File: config.mk
export PLATFORM = sky130hd
export DESIGN_NAME = demux_1to4_router
export DESIGN_NICKNAME = d
export VERILOG_FILES = /design/src/rtl/demux_1to4_router.sv
export SDC_FILE = /design/constraint.sdc
export NUM_CORES = 1
export LEC_CHECK = 0
export ABC_AREA = 1
export ABC_CLOCK_PERIOD_IN_PS = 1800
export CAP_MARGIN = 15
export CORE_AREA = 2 2 77 79
export DETAILED_ROUTE_END_ITERATION = 6
export DIE_AREA = 0 0 79 81
export GPL_TIMING_DRIVEN = 1
export PLACE_DENSITY = 0.89
export SKIP_LAST_GASP = 1
export SYNTH_ARGS = -nofsm -noshare
export SYNTH_HDL_FRONTEND = slang
export SYNTH_SLANG_ARGS = --single-unit
File: constraint.sdc
create_clock -name clk -period 1.8 [get_ports clk]
set_clock_uncertainty 0.1 [all_clocks]
set_input_delay 0.18 -clock clk [delete_from_list [all_inputs] [get_ports clk]]
set_output_delay 0.18 -clock clk [all_outputs]
set_load 0.05 [all_outputs]
File: src/rtl/demux_1to4_router.sv
// rtl/demux_1to4_router.sv - registered 1-to-4 valid/ready router with one-entry holding stage
// Optional per-channel transfer counters are enabled by defining DEMUX_COUNT_EN.

module demux_1to4_router #(
  parameter int NBits   = 32,
  parameter int CntBits = 16
) (
  input  logic                 clk,
  input  logic                 reset,
  input  logic [1:0]           Selector,
  input  logic [NBits-1:0]     In_Data,
  input  logic                 In_Valid,
  output logic                 In_Ready,
  output logic [NBits-1:0]     Out_Data,
  output logic [3:0]           Out_Valid,
  input  logic [3:0]           Out_Ready,
  input  logic                 Count_Clear,
  output logic [4*CntBits-1:0] Xfer_Count
);

  typedef enum logic {ST_EMPTY, ST_FULL} state_t;

  state_t           state_q;
  logic [1:0]       sel_q;
  logic [NBits-1:0] data_q;
  logic [3:0]       valid_q;

  logic deliver;
  logic accept;

  // Only the held word's sink is consulted; In_Valid never feeds In_Ready.
  assign deliver  = (state_q == ST_FULL) && Out_Ready[sel_q];
  assign In_Ready = (state_q == ST_EMPTY) || Out_Ready[sel_q];
  assign accept   = In_Valid && In_Ready;

  assign Out_Data  = data_q;
  assign Out_Valid = valid_q;

  always_ff @(posedge clk or posedge reset) begin
    if (reset) begin
      state_q <= ST_EMPTY;
      sel_q   <= 2'b00;
      data_q  <= '0;
      valid_q <= 4'b0000;
    end else begin
      case (state_q)
        ST_EMPTY: begin
          if (accept) begin
            data_q  <= In_Data;
            sel_q   <= Selector;
            valid_q <= 4'b0001 << Selector;
            state_q <= ST_FULL;
          end
        end
        ST_FULL: begin
          if (deliver) begin
            if (accept) begin
              data_q  <= In_Data;
              sel_q   <= Selector;
              valid_q <= 4'b0001 << Selector;
            end else begin
              valid_q <= 4'b0000;
              state_q <= ST_EMPTY;
            end
          end
        end
        default: begin
          valid_q <= 4'b0000;
          state_q <= ST_EMPTY;
        end
      endcase
    end
  end

`ifdef DEMUX_COUNT_EN
  logic [CntBits-1:0] cnt_q [4];
  logic [CntBits-1:0] cnt_d [4];

  // Clear wins over a same-edge delivery; counters wrap naturally.
  always_comb begin
    for (int k = 0; k < 4; k++) begin
      cnt_d[k] = cnt_q[k];
      if (Count_Clear)
        cnt_d[k] = '0;
      else if (deliver && (sel_q == 2'(k)))
        cnt_d[k] = cnt_q[k] + 1'b1;
    end
  end

  always_ff @(posedge clk or posedge reset) begin
    if (reset) begin
      for (int k = 0; k < 4; k++) cnt_q[k] <= '0;
    end else begin
      for (int k = 0; k < 4; k++) cnt_q[k] <= cnt_d[k];
    end
  end

  always_comb begin
    Xfer_Count = '0;
    for (int k = 0; k < 4; k++) Xfer_Count[k*CntBits +: CntBits] = cnt_q[k];
  end
`else
  logic unused_count_clear;
  assign unused_count_clear = Count_Clear;
  assign Xfer_Count = '0;
`endif

endmodule

==> results summary <==
The flow ran to the end, and the final reports show no timing, DRC or antenna violations. In this run the register-to-register setup slack is 0.29 ns. The number of violations of the max-capacitance limit is 0.

The I/O pin count came out at 143. Clock latency on the worst-skew pair, taken at its later pin, is 0.28 ns. The die area is 6400 um^2. Ranked by total cell area, the synthesized netlist is headed by dfrtp_1 46%, buf_4 23%, nand2_1 14%, nand3_1 10%, buf_6 1.6%. The setup path with the least slack is of type reg2out. The die height came out at 81 um. The fraction of final layout cells with drive strength greater than 1 is 7.27%.

Relative to the synthesized area, the layout overhead comes to 33.0%. The worst hold path belongs to the class in2async. The critical-path maximum fanout is 2. The largest individual stage delay along the critical path comes from the cell clkdlybuf4s50_1.

At the end of routability-driven placement, the weighted congestion stood at 0.714. The endpoint of the lowest-slack register-to-register path is Out_Data[6]$_DFFE_PP0P_. The worst slew margin relative to its limit came out at 65.2%.

The number of cells on the worst reg-to-reg path is 8. The number of global-route vias before repair is 1,491. The number of H-tree branching levels came out at 2. Sequential elements use 45.9% of the synthesized area. Among all cell types in the netlist, the one instantiated most often is nand2_1. STA puts the critical path data required time at 1.52 ns.

The fraction of the cycle the final worst path needs is 96.3%. The final count of hold timing violations is 0. The final net count came out at 371.

The number of synthesized flops with an enable pin came out at 0. The first global-routing pass estimated 6950 um of wire. After synthesis, the most frequently instantiated cells are 79 x nand2_1, 66 x buf_4, 43 x nand3_1.

Summed over all failing endpoints, the final setup total negative slack is 0 ns. The async set or reset register ratio after synthesis is 100%. The signal on the critical path passes through clkdlybuf4s50_1. Setup repair after global routing left no endpoint under its margin. The overall fraction of global-route tracks in use came out at 13.9%.

The final max-slew violation count is 0. After layout, the minimum clock period comes to 1.73 ns. The total inserted antenna cells is 0. The power density over the cells came out at 2010 nW/um^2. At the pin with the least slew margin, the transition time is 0.521 ns. The worst voltage drop across the vdd grid is 0.000769 V. After legalization and detailed placement, the total HPWL measured 3230 um. For this run, the detailed router's first-pass iteration total came to 4. The maximum number of pins on one net before global-route repair is 40. STA classifies the critical path startpoint as a flip-flop. The clock transition time at the flip-flop clock pins of the worst setup and hold paths came out at 0.08 ns.

Once the floorplan was initialized, standard cells occupied 37.5% of the core. The worst register-to-register path begins at sel_q[0]$_DFFE_PP0P_. The clock net in this run drives a total of 39 sinks. The cell taking the most area after synthesis is dfrtp_1.

The remaining antenna violation count after routing is 0. The arrival time at the worst endpoint is 1.45 ns. For this run, the leading register cell type out of synthesis is dfrtp_1. The port buffer count came out at 77.

TritonCTS built the clock tree. The post-detailed-route wirelength per cell is 11.0 um. The cell row count is 28. On the critical path the largest part of the delay comes from buffers and inverters. After detailed routing, the number of vias per cell comes to 4.10.

The total detailed-routing wirelength is 4460 um. The floorplan step defined a core boundary enclosing 5680 um^2. The mean instance size in the synthesized netlist is 8.50 um^2.

The number of buffers and inverters on the critical path came out at 1. During synthesis, Yosys emitted a total of 0 warnings. The area share of the leading cell type in the synthesized netlist is 45.9%. The post-CTS setup repair buffer count came out at 0.

The mapped cell area came out at 2130 um^2. The leakage power figure is 1.50 nW. The number of failing setup endpoints in the final timing report came out at 0. The number of CTS-inserted buffers is 5. The buffer depth of the longest clock path is 2. The achievable clock frequency is 577 MHz. The number of synthesized register bits is 39. In this run the horizontal extent of the chip is 79 um.

The sort of element at the end of the critical path is an output port. After detailed routing, the number of remaining DRC violations is 0. The aggregate global routing overflow came out at 0.

The routed layout has 1,660 vias. The library cell used as clock root buffer is clkbuf_8. The worst hold margin is 0.228 ns.

Synthesis produced 250 cells. The maximum cell stage delay along the critical path came out at 0.81 ns. The detailed router's first-iteration violation count came out at 65.

The initial antenna violation count came out at 0. The number of distinct library cells after synthesis came out at 15.
[registers in the layout (all words and copies together), names as in the netlist]
name,count
Out_Valid,4
Out_Data,32
sel_q,2
state_q,1
[repair_timing]
action	CTS	global route
hold buffers	0	0
endpoints found under the setup margin	0	2
gates resized for setup	0	2
[how the worst max path moves through the flow]
stage,start,to,slack [ns],cells after the start
global placement,Out_Ready[1],Out_Data[10]$_DFFE_PP0P_,0.13,8
floorplan,sel_q[0]$_DFFE_PP0P_,Out_Data[0]$_DFFE_PP0P_,0.53,8
CTS,Out_Data[25]$_DFFE_PP0P_,Out_Data[25],0.04,1
detailed placement,Out_Ready[3],Out_Data[6]$_DFFE_PP0P_,0.07,8
finish,Out_Data[26]$_DFFE_PP0P_,Out_Data[26],0.07,1
global route,Out_Data[16]$_DFFE_PP0P_,Out_Data[16],0.01,1
[kinds of logic (layout without fill, tap and decap cells)]
| family | count (synthesis) | count (layout) | share of synthesized area, % |
|---|---|---|---|
| buf+inv | 80 | 97 | 27.1 |
| flops | 39 | 39 | 45.9 |
| other cells | 1 | 64 | 0.176 |
| simple gates | 130 | 130 | 26.8 |
[layout by cell type (no fill, tap or decap), types with 4 or more instances in the layout]
cell             synthesis  final
nand2_1                 79     79
clkdlybuf4s50_1          0     70
conb_1                   1     64
nand3_1                 43     43
dfrtp_1                 39     39
buf_4                   66     11
clkbuf_8                 0      7
inv_1                    4      4
[per-layer routing]
metal / up-vias / track usage (%) / wire, um
met5: - / 0 / 0
met2: 88 / 24.2 / 2210
met4: 0 / 3.10 / 13
li1: 812 / - / -
met3: 2 / 5.67 / 421
met1: 758 / 16.0 / 1810
[layout make-up]
class,instances,area [um^2]
clock buffers,8,100
inverters,5,18.8
fillers,550,2850
well taps,75,93.8
flip-flops and latches,39,976
multi-input cells,194,810
repair buffers,84,828
[report_power, final]
part	total [mW]	internal, mW	switching [mW]
clock	0.633	0.350	0.283
sequential	1.53	1.29	0.237
combinational	3.52	1.04	2.48
total	5.68	2.67	3.00
[metrics by stage]
stage / instance area, um^2 / setup WS (ns) / power, mW / std cells / utilization [%]
after floorplan: 2360 / 0.528 / 4.08 / 313 / -
after global placement: 2720 / 0.130 / 5.01 / 397 / 47.9
after detailed placement: 2720 / 0.0684 / 5.09 / 397 / 47.9
after CTS: 2820 / 0.0355 / 5.74 / 405 / 49.7
after global routing: 2830 / 0.00979 / 6.01 / 405 / 49.8
final: 2830 / 0.0672 / 5.68 / 405 / 49.8
(Power assumes the default switching activity.)
